$ cat src/rtl/dice_tid_disp_pkg.sv
// Shared types and constants for the thread-ID dispatcher feeding the per-bank RF address converter.
package dice_tid_disp_pkg;

    localparam int unsigned DEPTH      = 512;
    localparam int unsigned ADDR_WIDTH = $clog2(DEPTH);
    localparam int unsigned CNT_WIDTH  = ADDR_WIDTH + 1;
    localparam int unsigned II_WIDTH   = 4;

    // Largest legal block size; larger descriptors are clamped to this.
    localparam logic [CNT_WIDTH-1:0] MAX_COUNT = CNT_WIDTH'(DEPTH);

    typedef enum logic [1:0] {
        IDLE  = 2'd0,
        ISSUE = 2'd1,
        GAP   = 2'd2,
        DONE  = 2'd3
    } tid_disp_state_e;

    function automatic logic [CNT_WIDTH-1:0] clamp_count(input logic [CNT_WIDTH-1:0] count);
        return (count > MAX_COUNT) ? MAX_COUNT : count;
    endfunction

    // An initiation interval of zero behaves as one tid per cycle.
    function automatic logic [II_WIDTH-1:0] norm_ii(input logic [II_WIDTH-1:0] ii);
        return (ii == '0) ? II_WIDTH'(1) : ii;
    endfunction

endpackage

$ cat src/rtl/dice_tid_dispatcher.sv
// Accepts a thread-block descriptor and issues consecutive tids, one per initiation
// interval, under downstream backpressure; pulses blk_done when the block is fully issued.
module dice_tid_dispatcher
    import dice_tid_disp_pkg::*;
(
    input  logic                  clk,
    input  logic                  reset,
    input  logic                  blk_valid,
    output logic                  blk_ready,
    input  logic [ADDR_WIDTH-1:0] blk_tid_base,
    input  logic [ADDR_WIDTH:0]   blk_tid_count,
    input  logic [II_WIDTH-1:0]   cfg_ii,
    input  logic                  abort,
    output logic                  disp_valid,
    input  logic                  disp_ready,
    output logic [ADDR_WIDTH-1:0] disp_tid,
    output logic                  disp_last,
    output logic                  blk_done,
    output logic                  busy
);

    tid_disp_state_e       state_q, state_d;
    logic [ADDR_WIDTH-1:0] tid_q, tid_d;
    logic [CNT_WIDTH-1:0]  count_q, count_d;
    logic [CNT_WIDTH-1:0]  offset_q, offset_d;
    logic [II_WIDTH-1:0]   ii_q, ii_d;
    logic [II_WIDTH-1:0]   gap_q, gap_d;
    logic                  last_q, last_d;

    logic                  fire;
    logic [CNT_WIDTH-1:0]  clamped_count;
    logic [CNT_WIDTH-1:0]  next_offset;

    assign fire          = (state_q == ISSUE) && disp_ready;
    assign clamped_count = clamp_count(blk_tid_count);
    assign next_offset   = offset_q + CNT_WIDTH'(1);

    // Next-state and datapath update
    always_comb begin
        state_d  = state_q;
        tid_d    = tid_q;
        count_d  = count_q;
        offset_d = offset_q;
        ii_d     = ii_q;
        gap_d    = gap_q;
        last_d   = last_q;

        case (state_q)
            IDLE: begin
                if (blk_valid) begin
                    count_d  = clamped_count;
                    ii_d     = norm_ii(cfg_ii);
                    tid_d    = blk_tid_base;
                    offset_d = '0;
                    last_d   = (clamped_count == CNT_WIDTH'(1));
                    state_d  = (clamped_count == '0) ? DONE : ISSUE;
                end
            end
            ISSUE: begin
                if (fire) begin
                    if (last_q) begin
                        state_d = DONE;
                    end else begin
                        tid_d    = tid_q + ADDR_WIDTH'(1);
                        offset_d = next_offset;
                        last_d   = (next_offset == (count_q - CNT_WIDTH'(1)));
                        if (ii_q > II_WIDTH'(1)) begin
                            state_d = GAP;
                            gap_d   = ii_q - II_WIDTH'(1);
                        end
                    end
                end
            end
            GAP: begin
                if (gap_q <= II_WIDTH'(1)) begin
                    state_d = ISSUE;
                    gap_d   = '0;
                end else begin
                    gap_d = gap_q - II_WIDTH'(1);
                end
            end
            DONE: begin
                state_d = IDLE;
            end
            default: begin
                state_d = IDLE;
            end
        endcase

        // A fire coincident with abort has already been consumed downstream.
        if (abort && (state_q != IDLE)) begin
            state_d = IDLE;
        end
    end

    always_ff @(posedge clk) begin
        if (reset) begin
            state_q  <= IDLE;
            tid_q    <= '0;
            count_q  <= '0;
            offset_q <= '0;
            ii_q     <= II_WIDTH'(1);
            gap_q    <= '0;
            last_q   <= 1'b0;
        end else begin
            state_q  <= state_d;
            tid_q    <= tid_d;
            count_q  <= count_d;
            offset_q <= offset_d;
            ii_q     <= ii_d;
            gap_q    <= gap_d;
            last_q   <= last_d;
        end
    end

    // Outputs decode from registered state only; disp_ready never reaches disp_valid.
    assign disp_valid = (state_q == ISSUE);
    assign disp_tid   = tid_q;
    assign disp_last  = last_q && (state_q == ISSUE);
    assign blk_done   = (state_q == DONE);
    assign busy       = (state_q != IDLE);
    assign blk_ready  = (state_q == IDLE);

endmodule

$ cat config.mk
export PLATFORM = sky130hd
export DESIGN_NAME = dice_tid_dispatcher
export DESIGN_NICKNAME = d
export VERILOG_FILES = /design/src/rtl/dice_tid_disp_pkg.sv /design/src/rtl/dice_tid_dispatcher.sv
export SDC_FILE = /design/constraint.sdc
export NUM_CORES = 1
export LEC_CHECK = 0
export BUFFER_PORTS_ARGS = -buffer_cell sky130_fd_sc_hd__buf_2
export CAP_MARGIN = 10
export CORE_MARGIN = 10
export CORE_UTILIZATION = 60
export CTS_CLUSTER_SIZE = 28
export DETAILED_ROUTE_END_ITERATION = 7
export PLACE_DENSITY = 0.86
export SYNTH_ARGS = -nofsm -noshare
export SYNTH_HDL_FRONTEND = slang
export SYNTH_SLANG_ARGS = --single-unit
$ cat constraint.sdc
create_clock -name clk -period 4.5 [get_ports clk]
set_input_delay 0.9 -clock clk [delete_from_list [all_inputs] [get_ports clk]]
set_output_delay 0.9 -clock clk [all_outputs]
set_load 0.005 [all_outputs]
After elaboration in Yosys (flattened, before gate mapping) --
Index checks and enable logic that the tools add are counted.
Operators by class: add/sub/neg operators 5, multiplexer cells 26, magnitude comparators 3, equal/unequal tests 11, reductions and logical operators 15
Operator list (number):
- 2-to-1 mux 10 bit | 4
- 2-to-1 mux 9 bit | 3
- 2-to-1 mux 4 bit | 5
- one-hot mux 10 bit (2 select lines) | 1
- one-hot mux 9 bit (2 select lines) | 1
- 2-to-1 mux 2 bit | 6
- AND reduction 4 bit | 3
- adder 10 x 1 -> 10 bit, second input constant | 1
- equality test 10 x 1 -> 1 bit, second input constant | 1
- equality test 10 bit | 1
- > comparator 10 bit, second input constant | 1
- logical NOT 10 bit | 1
- subtractor 10 x 1 -> 10 bit, second input constant | 1
- adder 9 x 1 -> 9 bit, second input constant | 1
- one-hot mux 2 bit (4 select lines) | 1
- one-hot mux 4 bit (2 select lines) | 1
- subtractor 4 x 1 -> 4 bit, second input constant | 2
- inequality test 2 bit, second input constant | 3
- nonzero test 2 bit | 3
- equality test 2 bit, second input constant | 2
- > comparator 4 x 1 -> 1 bit, second input constant | 1
- <= comparator 4 x 1 -> 1 bit, second input constant | 1
- logical NOT 4 bit | 1
- inequality test 2 x 1 -> 1 bit, second input constant | 2
- 9 further kinds | 13
Word-level totals: output and inout port bits 14, bits of input ports 28, bits in registers 40

Logic depth before layout (Yosys ltp) --
depth in word-level cells 6, gate-level depth with buffers 8

Worst setup path after synthesis --
OpenSTA, ideal clock, no wires.
path kind input port to flip-flop, start point in disp_ready, end point reg offset_q[6], library setup time 0.071 ns, path buffers 1, slack 2.514 ns, arrival 1.916 ns, stages 5, path through nand2_1 > or3_4 > buf_6 > or3_1 > a21oi_1
On the way: word-level cells in the longest chain between the ends 3
Ends and longest elaborated chain:
- start, declared | line dice_tid_dispatcher.sv:15 | input logic disp_ready,
- logical AND 1 bit | line dice_tid_dispatcher.sv:34 | assign fire = (state_q == ISSUE) && disp_ready;
- inequality test 2 x 1 -> 1 bit (no line)
- AND reduction 4 bit (no line)
- end signal, assigned | line dice_tid_dispatcher.sv:109 | offset_q <= offset_d;
- end, declared | line dice_tid_dispatcher.sv:25 | logic [CNT_WIDTH-1:0] offset_q, offset_d;
Every way passes these cells. A chain may end at the register's enable or synchronous reset.

Worst setup path after layout --
start point reg state_q[1], end point out disp_last
On the way: word-level cells in the longest chain between the ends 2
Ends and longest elaborated chain:
- start, declared | line dice_tid_dispatcher.sv:22 | tid_disp_state_e state_q, state_d;
- start signal, assigned | line dice_tid_dispatcher.sv:106 | state_q <= state_d;
- equality test 2 x 1 -> 1 bit | line dice_tid_dispatcher.sv:119 | assign disp_last = last_q && (state_q == ISSUE);
- logical AND 1 bit | line dice_tid_dispatcher.sv:119
- end, declared | line dice_tid_dispatcher.sv:17 | output logic disp_last,
Every way passes these cells.

==> metrics.cfg <==
[run_status]
status=finished clean

[placed_design]
portBuffers=41
dpl_cell_area_um2=2600
gp_congestion=0.823
dp_hpwl_um=4060

[final_layout]
stdcell_area_um2=2670
final_util_pct=70.8
nFillCells=308
fin_nets=368
drive_above_1_share_pct=17.5
antenna_cells=0
area_growth_pct=11.3

[synth]
synth-seq-cells=40
yosys.area_share.adder_pct=3.65
synth_cell_types=52
syn_inst=296
synth_xor_area_share_pct=10.9
syn_area_um2=2400
syn_nets=331
yosysSeqAreaShare_pct=33.4
synth_edf_count=0
syn_area_per_cell_um2=8.10
synthFlopType=dfxtp_1
synth.mux.area_fraction_pct=2.14
yosysWarnings=0
synth_compound_area_share_pct=21.0
yosys.area_share.simple_pct=24.7
async_reset_ff_share_pct=0
synth_top_family_by_area=simple AND/OR/NAND/NOR gates

[clock_network]
clk_latency_ns=0.28
clk_pin_slew_ns=0.07
cts_buffer_depth=2
cts.sinks=40
cts_buffers=5
htreeDepth=2
clock-root-buffer=clkbuf_8
post-cts-setup-buffers=0
hold_buffers=0
tritoncts=yes
post_cts_resize_count=0

[global_route]
antenna_found_initial=0
overflow=0
track_usage_pct=15.0
grt_pass1_wl_um=9230
grt_max_degree=41
grt_pass1_vias=2102

[sta]
fmax_ghz=0.348
finalSetupViolCount=0
report.final.slew_viol_count=0
rsz0062_at_grt=false
maxSlewHeadroom_pct=52.1
whs_ns=0.521
finalCritPeriodShare_pct=63.9
finalHoldViolations=0
period_minus_slack_ns=2.88
tns_ns=0
tightestPinTransition_ns=0.719
final.setup_skew_ns=0.00764

[worst_setup_path]
path_max_fanout=12
required_ns=3.60
cp-end-kind=output port
worstSetupPathType=flop to output port
critPathLaunchType=flop
cp.arrival_ns=1.98

[drt]
wl_per_cell_um=14.2
ant_nets=0
drt-pass1-iter-count=4
drtIter0Drc=211
via_per_inst=5.75
num_vias=2181
drc=0
drt-total-wl_um=5370

[run]
max_cap_violations=0

[pwr]
p_per_area_nw_per_um2=378
irDropWorstVdd_uv=254
leakage_nw=1.07
power_w=0.00101

[floorplan]
ios=42
die_area_um2=6930
num_rows=22
die_w_um=83.2
fp.coreArea_um2=3770
die_h_um=83.2
start_util_pct=63.6

[worst_hold_path]
hold_path.class=flop to flop

-- metal layers --
layer / up-vias / GRT usage, % / wire length (um)
li1: 1130 / - / -
met1: 986 / 18.1 / 2480
met2: 57 / 24.9 / 2540
met3: 8 / 3.91 / 290
met4: 0 / 5.23 / 64
met5: - / 0 / 0
-- path summary, 6_finish.rpt --
path         startpoint           to  slack, ns  cells past startpoint
max          state_q[1]    disp_last       1.62                      4
min          count_q[9]   count_q[9]       0.52                      2
max reg2reg  state_q[0]  offset_q[8]       2.47                      6
min reg2reg  count_q[9]   count_q[9]       0.52                      2
-- cell usage after synthesis, types with 2 or more instances --
master    instances  area [um2]
nor2_1           41         154
dfxtp_1          40         801
xnor2_1          22         193
a21oi_1          20         100
o21ai_0          19        95.1
nand2_1          16        60.1
nand3_1          15        75.1
a22oi_1          13        97.6
nor3_1           10        50.1
inv_1             8        30.0
ha_1              7        87.6
xor2_1            6        52.6
a211oi_1          5        37.5
clkbuf_1          5        18.8
nor4_1            5        31.3
and3_1            4        25.0
mux2i_1           4        40.0
nor3b_1           4        30.0
buf_2             3        15.0
nand2b_1          3        18.8
nand4b_1          3        26.3
o221ai_1          3        26.3
or3_1             3        18.8
a31oi_1           2        12.5
and2_1            2        12.5
buf_6             2        22.5
nand4_1           2        12.5
nor2b_1           2        12.5
o22ai_1           2        12.5
o31ai_1           2        15.0
o32ai_1           2        17.5
-- registers in the layout (all words and copies together), names as in the netlist --
| name | flops |
|---|---|
| offset_q | 10 |
| disp_tid | 9 |
| last_q | 1 |
| gap_q | 4 |
| state_q | 2 |
| count_q | 10 |
| ii_q | 4 |
-- stage by stage --
stage          instances  setup WS (ns)
5_1_grt              379           1.38
3_5_place_dp         374           1.92
6_report             379           1.62
3_3_place_gp         374           1.99
4_1_cts              379           1.62
2_1_floorplan        296           2.51
-- power by group --
part / total, W / internal, W / switching (W)
Clock: 0.000212 / 0.000100 / 0.000112
Combinational: 0.000351 / 0.000157 / 0.000194
Sequential: 0.000447 / 0.000394 / 0.0000529
Total: 0.00101 / 0.000651 / 0.000359
-- kinds of logic after synthesis --
| logic type | Yosys count |
|---|---|
| xor gates and xnor gates | 29 |
| muxes | 5 |
| adders and majority gates | 7 |
| DFF | 40 |
| buffers and inverters | 21 |
| and+or+nand+nor | 117 |
| AOI/OAI and AO/OA | 77 |
-- cells in the final DEF, fill, tap and decap left out, types with 3 or more instances in the layout --
cell type / synthesis / layout
nor3b_1: 4 / 4
buf_2: 3 / 41
a22oi_1: 13 / 13
nor2_1: 41 / 41
nor4_1: 5 / 5
nor3_1: 10 / 10
ha_1: 7 / 7
nand4b_1: 3 / 3
mux2i_1: 4 / 4
a211oi_1: 5 / 5
a21oi_1: 20 / 20
and3_1: 4 / 4
or3_1: 3 / 3
dfxtp_1: 40 / 40
xor2_1: 6 / 6
clkbuf_8: 0 / 5
o21ai_0: 19 / 19
inv_1: 8 / 8
o221ai_1: 3 / 3
xnor2_1: 22 / 22
nand3_1: 15 / 15
nand2b_1: 3 / 3
nand2_1: 16 / 16
-- critical path, stage by stage, from the launching register on --
cell and delay [ns]:
dfxtp_1 0.55, nand2b_1 0.41, clkinv_1 0.34, and2_1 0.27, buf_2 0.13
-- cell type report --
class / instances / area [um2] / area share (%)
Multi-Input combinational cell: 235 / 1500 / 56.1
Sequential cell: 40 / 801 / 30.0
Timing Repair Buffer: 41 / 205 / 7.69
Clock buffer: 5 / 68.8 / 2.58
Tap cell: 48 / 60.1 / 2.25
Inverter: 10 / 37.5 / 1.41
Note: power is estimated with default switching activity, not from simulation.
